$ cat config.mk
export PLATFORM = sky130hd
export DESIGN_NAME = pc_sequencer
export DESIGN_NICKNAME = d
export VERILOG_FILES = /design/src/rtl/pc_sequencer_pkg.sv /design/src/rtl/pc_sequencer_branch_cond.sv /design/src/rtl/pc_sequencer.sv
export SDC_FILE = /design/constraint.sdc
export NUM_CORES = 1
export LEC_CHECK = 0
export CORE_MARGIN = 10
export CORE_UTILIZATION = 50
export CTS_CLUSTER_SIZE = 12
export DETAILED_ROUTE_END_ITERATION = 12
export PLACE_DENSITY = 0.77
export RECOVER_POWER = 25
export SETUP_SLACK_MARGIN = 0.15
export SYNTH_ARGS = -nofsm -noshare
export SYNTH_HDL_FRONTEND = slang
export SYNTH_SLANG_ARGS = --single-unit
export TNS_END_PERCENT = 10
$ cat constraint.sdc
create_clock -name clk -period 3.2 [get_ports clk]
set_input_delay 0.32 -clock clk [delete_from_list [all_inputs] [get_ports clk]]
set_output_delay 0.32 -clock clk [all_outputs]
set_load 0.01 [all_outputs]
$ cat src/rtl/pc_sequencer_pkg.sv
// Shared constants for the PC sequencer: opcode encodings, flag layout and
// default sizes. Execute-stage opcodes are 6 bits wide; flags are {NG,ZR,CY,OV}.
package pc_sequencer_pkg;

  localparam int FlagWidth     = 4;
  localparam int RAS_DEPTH_DEF = 4;

  // Bit positions inside the {NG,ZR,CY,OV} flag word
  localparam int FLAG_NG = 3;
  localparam int FLAG_ZR = 2;
  localparam int FLAG_CY = 1;
  localparam int FLAG_OV = 0;

  // Control-flow opcodes resolved by the sequencer
  localparam logic [5:0] OP_NOP    = 6'h00;
  localparam logic [5:0] OP_B      = 6'h20;
  localparam logic [5:0] OP_BO     = 6'h21;
  localparam logic [5:0] OP_BNO    = 6'h22;
  localparam logic [5:0] OP_BLETU  = 6'h23;
  localparam logic [5:0] OP_BGTU   = 6'h24;
  localparam logic [5:0] OP_BLET   = 6'h25;
  localparam logic [5:0] OP_BGT    = 6'h26;
  localparam logic [5:0] OP_CALL   = 6'h27;
  localparam logic [5:0] OP_RET    = 6'h28;
  localparam logic [5:0] OP_RETI   = 6'h29;
  localparam logic [5:0] OP_SYSINT = 6'h2A;

endpackage

$ cat src/rtl/pc_sequencer_branch_cond.sv
// Branch condition evaluator: opcode + effective flags -> taken.
// Latency: purely combinational.
// Backpressure: none; the caller gates with valid/stall.
module pc_sequencer_branch_cond
  import pc_sequencer_pkg::*;
(
  input  logic [5:0]           op_i,
  input  logic [FlagWidth-1:0] flags_i,
  output logic                 taken_o
);

  logic ng, zr, ov, unused_cy;
  assign ng        = flags_i[FLAG_NG];
  assign zr        = flags_i[FLAG_ZR];
  assign ov        = flags_i[FLAG_OV];
  assign unused_cy = flags_i[FLAG_CY];

  // Unconditional control flow always taken; conditional branches test the flags
  always_comb begin
    taken_o = 1'b0;
    case (op_i)
      OP_B, OP_CALL, OP_SYSINT, OP_RET, OP_RETI: taken_o = 1'b1;
      OP_BO:    taken_o = zr;
      OP_BNO:   taken_o = !zr;
      OP_BLETU: taken_o = ng | zr;
      OP_BGTU:  taken_o = !(ng | zr);
      OP_BLET:  taken_o = (ng ^ ov) | zr;
      OP_BGT:   taken_o = !((ng ^ ov) | zr);
      default:  taken_o = 1'b0;
    endcase
  end

endmodule

$ cat src/rtl/pc_sequencer.sv
// PC sequencer: owns the fetch PC, drives the fetch handshake, resolves execute-stage redirects.
// Latency: redirect decided combinationally, flush and new fetch address one cycle later.
// Backpressure: stall holds PC/FSM/RAS; an issued fetch stays requested until acked.
module pc_sequencer
  import pc_sequencer_pkg::*;
#(
  parameter int                ADDR_W    = 16,
  parameter int                RAS_DEPTH = RAS_DEPTH_DEF,
  parameter logic [ADDR_W-1:0] RESET_PC  = '0,
  parameter logic [ADDR_W-1:0] INT_VEC   = ADDR_W'(8)
) (
  input  logic                 clk,
  input  logic                 rst_n,
  output logic                 if_req,
  output logic [ADDR_W-1:0]    if_addr,
  input  logic                 if_ack,
  output logic                 id_valid,
  output logic [ADDR_W-1:0]    id_pc,
  input  logic                 ex_valid,
  input  logic [5:0]           ex_op,
  input  logic [ADDR_W-1:0]    ex_pc,
  input  logic [ADDR_W-1:0]    ex_target,
  input  logic                 flag_we,
  input  logic [FlagWidth-1:0] flag_in,
  input  logic                 stall,
  output logic                 flush,
  output logic [ADDR_W-1:0]    epc,
  output logic                 int_busy,
  output logic                 ras_err
);

  localparam logic [1:0] ST_BOOT  = 2'd0;
  localparam logic [1:0] ST_RUN   = 2'd1;
  localparam logic [1:0] ST_DRAIN = 2'd2;

  localparam int SP_W  = (RAS_DEPTH > 1) ? $clog2(RAS_DEPTH) : 1;
  localparam int CNT_W = $clog2(RAS_DEPTH + 1);

  logic [1:0]           state_q, state_d;
  logic [ADDR_W-1:0]    pc_q, pc_d, tgt_q, tgt_d, id_pc_q, id_pc_d;
  logic                 out_q, out_d, id_valid_q, id_valid_d;
  logic                 flush_q, busy_q, err_q;
  logic [ADDR_W-1:0]    epc_q;
  logic [FlagWidth-1:0] flag_q, flags_eff;
  logic [ADDR_W-1:0]    ras_q [RAS_DEPTH];
  logic [SP_W-1:0]      sp_q, sp_dec;
  logic [CNT_W-1:0]     cnt_q;
  logic                 cond_taken, taken, redir, ras_empty, ras_full;
  logic [ADDR_W-1:0]    target, ret_addr;

  // Same-cycle flag write bypasses the flag register for the condition
  assign flags_eff = flag_we ? flag_in : flag_q;

  pc_sequencer_branch_cond u_branch_cond (
    .op_i    (ex_op),
    .flags_i (flags_eff),
    .taken_o (cond_taken)
  );

  // A sysint arriving inside a handler is dropped; stall holds off every redirect
  assign taken     = ex_valid && cond_taken && !((ex_op == OP_SYSINT) && busy_q);
  assign redir     = taken && !stall && (state_q != ST_BOOT);
  assign sp_dec    = sp_q - SP_W'(1);
  assign ras_empty = (cnt_q == '0);
  assign ras_full  = (cnt_q == CNT_W'(RAS_DEPTH));
  assign ret_addr  = ex_pc + ADDR_W'(1);

  // Redirect target selection; an empty-stack return falls back to RESET_PC
  always_comb begin
    target = ex_target;
    case (ex_op)
      OP_RET:    target = ras_empty ? RESET_PC : ras_q[sp_dec];
      OP_RETI:   target = epc_q;
      OP_SYSINT: target = INT_VEC;
      default:   target = ex_target;
    endcase
  end

  // An issued-but-unacked fetch (out_q) keeps requesting even under stall
  assign if_req = (state_q == ST_DRAIN) || ((state_q == ST_RUN) && (!stall || out_q));

  // Fetch FSM: PC advance on ack, redirect, and draining a stale outstanding fetch
  always_comb begin
    state_d    = state_q;
    pc_d       = pc_q;
    tgt_d      = tgt_q;
    out_d      = out_q;
    id_valid_d = 1'b0;
    id_pc_d    = id_pc_q;
    case (state_q)
      ST_BOOT: begin
        state_d = ST_RUN;
        pc_d    = RESET_PC;
        out_d   = 1'b0;
      end
      ST_RUN: begin
        out_d = if_req && !if_ack;
        if (redir) begin
          if (!if_ack) begin
            state_d = ST_DRAIN;
            tgt_d   = target;
          end else begin
            pc_d = target;
          end
        end else if (if_req && if_ack && !stall) begin
          id_valid_d = 1'b1;
          id_pc_d    = pc_q;
          pc_d       = pc_q + ADDR_W'(1);
        end
      end
      ST_DRAIN: begin
        out_d = 1'b0;
        if (redir) tgt_d = target;
        if (if_ack) begin
          state_d = ST_RUN;
          pc_d    = redir ? target : tgt_q;
        end
      end
      default: state_d = ST_BOOT;
    endcase
  end

  // Fetch-side state registers
  always_ff @(posedge clk or negedge rst_n) begin
    if (!rst_n) begin
      state_q    <= ST_BOOT;
      pc_q       <= RESET_PC;
      tgt_q      <= RESET_PC;
      out_q      <= 1'b0;
      id_valid_q <= 1'b0;
      id_pc_q    <= '0;
    end else begin
      state_q    <= state_d;
      pc_q       <= pc_d;
      tgt_q      <= tgt_d;
      out_q      <= out_d;
      id_valid_q <= id_valid_d;
      id_pc_q    <= id_pc_d;
    end
  end

  // Redirect side effects: flush pulse, flags, return stack, interrupt context
  always_ff @(posedge clk or negedge rst_n) begin
    if (!rst_n) begin
      flush_q <= 1'b0;
      flag_q  <= '0;
      epc_q   <= '0;
      busy_q  <= 1'b0;
      err_q   <= 1'b0;
      sp_q    <= '0;
      cnt_q   <= '0;
      for (int i = 0; i < RAS_DEPTH; i++) ras_q[i] <= '0;
    end else begin
      flush_q <= redir;
      if (flag_we) flag_q <= flag_in;
      if (redir) begin
        case (ex_op)
          OP_CALL: begin
            // Full stack: the write slot holds the oldest entry, so it is overwritten
            ras_q[sp_q] <= ret_addr;
            sp_q        <= sp_q + SP_W'(1);
            if (ras_full) err_q <= 1'b1;
            else          cnt_q <= cnt_q + CNT_W'(1);
          end
          OP_RET: begin
            if (ras_empty) begin
              err_q <= 1'b1;
            end else begin
              sp_q  <= sp_dec;
              cnt_q <= cnt_q - CNT_W'(1);
            end
          end
          OP_SYSINT: begin
            epc_q  <= ret_addr;
            busy_q <= 1'b1;
          end
          OP_RETI: busy_q <= 1'b0;
          default: ;
        endcase
      end
    end
  end

  assign if_addr  = pc_q;
  assign id_valid = id_valid_q;
  assign id_pc    = id_pc_q;
  assign flush    = flush_q;
  assign epc      = epc_q;
  assign int_busy = busy_q;
  assign ras_err  = err_q;

endmodule

==> out/summary.txt, run 1 <==
Fmax: 345.0 MHz
Vias per cell: 5.914
Total congestion overflow: 0
First-pass GRT wire length: 31.22 mm
Die Ht: 140.8 um
Startpoint Class: primary input
Cells after Synth: 687
# IOs: 101
Total power: 5.095 mW
Post-synth EDFFs: 0
Hold WC Path Type: reg -> reg
Max Transition Viols Final: 90
Synth cell types: 55
Gpl congestion: 0.9297
Post_cts resized: 0
Clock share of power: 0.393
Worst IR Drop VDD: 0.4256 mV
Worst setup EP type: register
FFs w/ async S/R, synth: 1.000
Number of global-route vias before repair: 6060
Sequential Power Share: 0.419
CP max FO: 27
Rows: 44
Fin nets: 844
Worst skew pair latency: 430 ps
CTS tree: done
Outcome: finished, violations left
Avg Inst Size Synth: 10.61 sq um
Total CTS buffers: 17
Fin Hold WS: 469.9 ps
Syn Nets: 746
Initial core utilization: 0.5056
Comb pwr share: 0.188
Layout Skew: 6.475 ps
Failing checks: max-capacitance violations, max-slew violations
Final Hold Viols: 0
Pleak: 3.972 nW
Ranking of synthesized cells by area: dfrtp_1 (49%), mux2_2 (6.9%), o21ai_0 (5.5%)
Min Tclk post-route: 2899 ps
Synth warn: 0
Synth top area share: 0.4907
Initial antenna violation count: 0
Sw power: 1.465 mW
Pint: 3.630 mW
Die ar.: 19810 sq um
ANT cells: 0
Worst Path Required: 3530 ps
H-Tree Depth: 4
Area leader, netlist: dfrtp_1
RSZ-0062 raised after global routing: false
Fin crit share: 0.9059
Clk buf depth: 2
Critical path arrival: 3230 ps
Pin count of the biggest net entering global routing: 91
Layout cells sized above 1: 0.1617
Sw Ratio: 0.2876
DP HPWL: 13.55 mm
Routed WL: 18.87 mm
P&R area growth vs syn: 25.26%
DRC: 0
Post-synthesis cell area: 7292 sq um
Port-buffer cells: 99
Max Cap Viol: 1
ANT nets after route: 0
Least-Margin Pin Slew: 2325 ps
Root Buffer Master: clkbuf_16
Rel. slew slack: -0.5501
Synth Flop Type: dfrtp_1
Seq/Total Area, Yosys: 0.4907
Routed len/inst: 19.21 um
CTS clk-pin slew, worst paths: 60 ps
Final setup fails: 0
Pwr dens: 557.8 nW/um^2
DRC marker count from the first detailed-route iteration: 405
Yosys reg bits: 143
Vias: 5808
Drt pass-1 iters: 5
Clock Sinks: 143
Core area: 14420 sq um
Gr usage total: 0.1932
Crit Path Class: in -> reg
Width of the die: 140.8 um
per-stage QoR:
step	instance area (sq um)	util	TNS (ps)	instances	setup WS, ps
2_1_floorplan	7296	-	0	687	196.8
3_3_place_gp	8523	0.5909	0	949	44.03
3_5_place_dp	8523	0.5909	-1948	949	-126.4
4_1_cts	9120	0.6323	0	981	297.6
5_1_grt	9134	0.6332	0	982	194.8
6_report	9134	0.6332	0	982	301.2
power by group through the flow:
stage               Sequential, mW  Clock (mW)  Combinational [mW]
floorplan                     2.15           0               0.519
global route                  2.16        2.13                1.04
detailed placement            2.16           0               0.942
global placement              2.14           0               0.899
CTS                           2.13        2.03               0.956
finish                        2.13        2.00               0.957
registers in the layout (all words and copies together), names as in the netlist, 3 cells and up:
| name | cells |
|---|---|
| ras_q | 64 |
| if_addr | 16 |
| tgt_q | 16 |
| id_pc | 16 |
| epc | 16 |
| flag_q | 3 |
| cnt_q | 3 |
metal layers:
metal / vias to the layer above / track usage / part of all wire
li1: 2684 / - / -
met1: 2890 / 0.2280 / 0.41
met2: 194 / 0.3278 / 0.51
met3: 40 / 0.04803 / 0.054
met4: 0 / 0.08207 / 0.026
met5: - / 0 / 0
logic make-up (layout without fill, tap and decap cells):
group           Yosys count  after routing  share of synthesized area
fa+ha+maj                11             11                    0.01990
buf+inv                  66            177                    0.03895
simple gates            174            174                     0.1079
compound gates          191            191                     0.1719
xor+xnor                 31             31                    0.03723
flops                   143            143                     0.4907
mux                      71             71                     0.1333
cell type report:
| cell class | instances | area (sq um) |
|---|---|---|
| Clock buffer | 17 | 425.4 |
| Clock inverter | 15 | 171.4 |
| Fill cell | 1094 | 5290 |
| Inverter | 21 | 78.83 |
| Multi-Input combinational cell | 478 | 3438 |
| Sequential cell | 143 | 3578 |
| Tap cell | 184 | 230.2 |
| Timing Repair Buffer | 124 | 1211 |
critical path: stages:
cell,delay (ps)
clkdlybuf4s50_1,610
mux2_4,350
a211oi_1,250
a21oi_1,90
o41a_1,410
a21oi_4,270
buf_4,250
buf_4,310
a21oi_1,130
a31oi_1,220
cells in the final DEF, fill, tap and decap left out, drive strengths merged, types with 3 or more instances in the layout:
cell,Yosys,final
nor3b,4,4
a21oi,30,30
mux2,46,46
mux4,16,16
dfrtp,143,143
nand3,13,13
clkbuf,33,18
nor2b,5,5
o21ai,80,80
a211oi,3,3
nand4,5,5
mux2i,9,9
nand2,103,103
a32o,11,11
a31oi,15,15
xnor2,18,18
a22oi,15,15
clkinvlp,0,3
and3,6,6
nand2b,4,4
nand3b,3,3
a221o,15,15
clkdlybuf4s50,0,98
buf,12,25
inv,21,30
ha,10,10
a22o,6,6
nor2,23,23
xor2,13,13
cell usage after synthesis (3+ instances only):
cell / number
nand3_1: 13
nor3b_1: 3
mux4_2: 16
a211oi_1: 3
nand2_1: 103
o21ai_0: 80
a22oi_1: 15
dfrtp_1: 143
a32o_1: 11
mux2i_1: 9
a31oi_1: 15
a21oi_1: 29
nand2b_1: 4
a221o_1: 15
inv_1: 21
and3_1: 6
buf_6: 3
nor2b_1: 5
buf_2: 8
nand4_1: 5
nand3b_1: 3
xnor2_1: 18
mux2_2: 45
xor2_1: 13
ha_1: 10
a22o_1: 6
clkbuf_1: 33
nor2_1: 23
worst paths after layout:
check | cells past startpoint | end | start | slack (ps)
setup / recovery | 10 | epc[9] | flag_we | 300
hold / removal | 1 | ras_err | ras_err | 470
setup reg to reg | 8 | if_addr[6] | sp_q[1] | 340
hold reg to reg | 1 | ras_err | ras_err | 470
max in group asynchronous | 1 | id_pc[3] | rst_n | 1230
min in group asynchronous | 1 | ras_q[17] | rst_n | 560
repair_timing:
| item | CTS | global route |
|---|---|---|
| hold buffers | 0 | 0 |
| setup buffers | 0 | 1 |
| endpoints found under the setup margin | 0 | 16 |
Power figures use the tool's default switching activity.
==> inputs of run 2 (changes only) <==
--- a/config.mk
+++ b/config.mk
@@ -9,6 +9,7 @@
 export CORE_UTILIZATION = 50
 export CTS_CLUSTER_SIZE = 12
 export DETAILED_ROUTE_END_ITERATION = 12
+export GPL_ROUTABILITY_DRIVEN = 1
 export PLACE_DENSITY = 0.77
 export RECOVER_POWER = 25
 export SETUP_SLACK_MARGIN = 0.15
==> results of run 2 <==
Same layout as run 1: the final DEF is identical, and so are final timing and power.
==> inputs of run 3 (changes only) <==
--- a/config.mk
+++ b/config.mk
@@ -5,8 +5,9 @@
 export SDC_FILE = /design/constraint.sdc
 export NUM_CORES = 1
 export LEC_CHECK = 0
+export ABC_AREA = 1
 export CORE_MARGIN = 10
-export CORE_UTILIZATION = 50
+export CORE_UTILIZATION = 51
 export CTS_CLUSTER_SIZE = 12
 export DETAILED_ROUTE_END_ITERATION = 12
 export GPL_ROUTABILITY_DRIVEN = 1
==> run 3 against run 2 <==
- the run still ends with max-capacitance violations, max-slew violations left
- final cell count is 42% higher
- critical endpoint is now if_req
- largest cell class is now multi-input gates
- synthesized area is 11% higher
- register-to-register slack better by 390 ps
- combinational power grew 57%
- die area rose by 7.6%
- first-iteration DRC count grew 40%
- core utilization is 1.5 points lower
- sequential share of layout area is 2.4 points lower
- global-route usage grew 0.12 points
- critical path type is now reg -> out
==> out/summary.txt, run 3 <==
Outcome: finished, violations left
Failing checks: max-capacitance violations, max-slew violations
Max reg flops: 64 (unchanged)
Most common cell in the netlist: nand2_1
Fin crit share: 0.8151 (-0.09073)
Routed WL: 20.91 mm (+11%)
Min Tclk post-route: 2608 ps (-290.3 ps)
WP depth: 6 (-4)
Crit path largest cell delay: 570 ps (-40 ps)
Total CTS buffers: 17 (unchanged)
Layout cells sized above 1: 0.08348 (-0.07818)
Fmax: 383.4 MHz (+11%)
Cells after Synth: 1075 (+56%)
Width of the die: 146 um (+3.7%)
CTS clk-pin slew, worst paths: 60 ps (about the same)
Worst IR Drop VDD: 0.4150 mV (-2.5%)
Core Util, Final: 0.6186 (-0.01467)
Layout Skew: 6.836 ps (+0.3612 ps)
Rel. slew slack: -0.08869 (+0.4614)
Initial core utilization: 0.5153 (+0.009737)
Initial antenna violation count: 0 (unchanged)
Die Ht: 146 um (+3.7%)
Seq/Total Area, Yosys: 0.4420 (-0.04876)
Gpl congestion: 0.8424 (-9.4%)
DRC marker count from the first detailed-route iteration: 565 (+40%)
Final Non-Filler Cells: 1390 (+42%)
Port-buffer cells: 99 (unchanged)
Top cells by count, synth: nand2_1 (380), dfrtp_1 (143), inv_1 (93), o21ai_0 (91), nand3_1 (67)
Placed Cells incl. Taps: 1357 (+43%)
Least-Margin Pin Slew: 1633 ps (-692.1 ps)
Hold WC Path Type: reg -> reg
Worst setup EP type: output port
P&R area growth vs syn: 20.04%
Pleak: 4.935 nW (+24%)
Most frequent cells in the layout: nand2_1 (380), dfrtp_1 (143), clkdlybuf4s50_1 (97), inv_1 (94), o21ai_0 (91)
Biggest register: ras_q
CTS tree: done
Area leader, netlist: dfrtp_1
Hold buffer count at cts: 1 (+1)
Startpoint Class: register
Vias per cell: 5.184 (-12%)
Critical path arrival: 2290 ps (-940 ps)
Die ar.: 21320 sq um (+7.6%)
Critical path buffers and inverters: 3 (unchanged)
Post-CTS Setup Bufs: 0 (unchanged)
Syn Nets: 1134 (+52%)
Reg2reg setup slack: 730 ps (+390 ps)
ANT cells: 0 (unchanged)
Setup_tns: 0 ps (unchanged)
Root Buffer Master: clkbuf_16
DP HPWL: 14.91 mm (+10%)
First-pass GRT wire length: 34.38 mm (+10%)
FF-to-FF path depth: 14 (+6)
Avg Inst Size Synth: 7.532 sq um (-29%)
Design Area, Final: 9719 sq um (+6.4%)
Hold path depth: 2 (+1)
Crit Path Class: reg -> out
Clock Sinks: 143 (unchanged)
Routed len/inst: 15.04 um (-22%)
Fin Hold WS: 472.0 ps (+2.139 ps)
Synth warn: 0 (unchanged)
Gr usage total: 0.1944 (+0.001189)
H-Tree Depth: 4 (unchanged)
Post-synth EDFFs: 0 (unchanged)
Synth top area share: 0.4420 (-0.04876)
Final setup fails: 0 (unchanged)
# IOs: 101 (unchanged)
CP max FO: 23 (-15%)
Family with the most delay on the worst path: buffers and inverters
Ranking of synthesized cells by area: dfrtp_1 (44%), nand2_1 (18%), o21ai_0 (5.6%)
Synth cell types: 39 (-29%)
Dpl cell area: 9153 sq um (+7.4%)
Max Transition Viols Final: 65 (-28%)
Pin count of the biggest net entering global routing: 65 (-29%)
Post_cts resized: 0 (unchanged)
Fin nets: 1220 (+45%)
Yosys reg bits: 143 (unchanged)
Vias: 7206 (+24%)
Post-synthesis cell area: 8097 sq um (+11%)
Pwr dens: 574.7 nW/um^2 (+3.0%)
Synth Flop Type: dfrtp_1
Clk buf depth: 2 (unchanged)
Slowest stage cell, crit path: clkdlybuf4s50_1
RSZ-0062 raised after global routing: false
FFs w/ async S/R, synth: 1.000 (unchanged)
Core area: 15710 sq um (+8.9%)
Rows: 46 (+4.5%)
Number of global-route vias before repair: 6836 (+13%)
Max Cap Viol: 1 (unchanged)
Worst Path Required: 2880 ps (-650 ps)
Final Hold Viols: 0 (unchanged)
DRC: 0 (unchanged)
Most common cell after layout, fill and taps aside: nand2_1
Drt pass-1 iters: 7 (+2)
Total congestion overflow: 0 (unchanged)
Crit path cell chain: inv_1, ha_1, buf_4, nor2_1, a31oi_1, clkdlybuf4s50_1
ANT nets after route: 0 (unchanged)
Worst skew pair latency: 430 ps (about the same)
==> run 3: changes by cell type after synthesis, moves of 16 or more <==
cell     delta
a21oi_2    +16
inv_1      +72
mux2_2     -45
mux4_2     -16
nand2_1   +277
nand3_1    +54
nor2_1     +41
o21ai_1    +41
==> run 3: layout make-up <==
type / instances / area [sq um]
inverter: 102 / 382.9
sequential: 143 / 3578
fill: 1403 / 5993
multi-input combinational: 784 / 3831
clock buffer: 17 / 425.4
clock inverter: 15 / 145.1
tap: 216 / 270.3
timing repair buffer: 113 / 1086
==> run 3: cells by family (layout without fill, tap and decap cells) <==
family	Yosys count	in the layout	share of synthesized area
and+or+nand+nor	555	555	0.2944
adders and majority gates	11	11	0.01793
DFF	143	143	0.4420
AOI/OAI and AO/OA	191	191	0.1317
xor gates and xnor gates	27	27	0.02921
buffers and inverters	148	247	0.08484
==> run 3: path summary, 6_finish.rpt <==
check | start | end
hold reg to reg | ras_q[63] | ras_q[63]
setup reg to reg | sp_q[1] | tgt_q[15]
min in group asynchronous | rst_n | out_q
setup / recovery | state_q[1] | if_req
hold / removal | ras_q[63] | ras_q[63]
max in group asynchronous | rst_n | ras_q[62]
==> run 3: tightest hold or removal path, stage by stage (launching register included) <==
cell	delay, ps
dfrtp_1	330
nand2_1	50
nand2_1	50
==> run 3: power breakdown <==
group / switching [mW] / leakage (nW) / internal, mW / total, mW
clock network: 0.783 / 0.283 / 1.14 / 1.92
logic: 0.946 / 2.80 / 0.556 / 1.50
registers: 0.144 / 1.86 / 2.02 / 2.16
total: 1.87 / 4.94 / 3.71 / 5.59
==> run 3: metal layers <==
layer | vias up | global-route usage | wire length, um
met5 | - | 0 | 0
met4 | 0 | 0.06807 | 406
met3 | 31 | 0.04478 | 1139
met2 | 186 | 0.3229 | 10210
met1 | 3378 | 0.2432 | 9156
li1 | 3611 | - | -
==> run 3: per-stage QoR <==
stage	power (mW)	setup WS, ps
floorplan	3.166	663.6
global placement	3.647	445.1
detailed placement	3.687	432.3
CTS	5.616	564.6
global route	5.929	455.3
finish	5.586	591.6
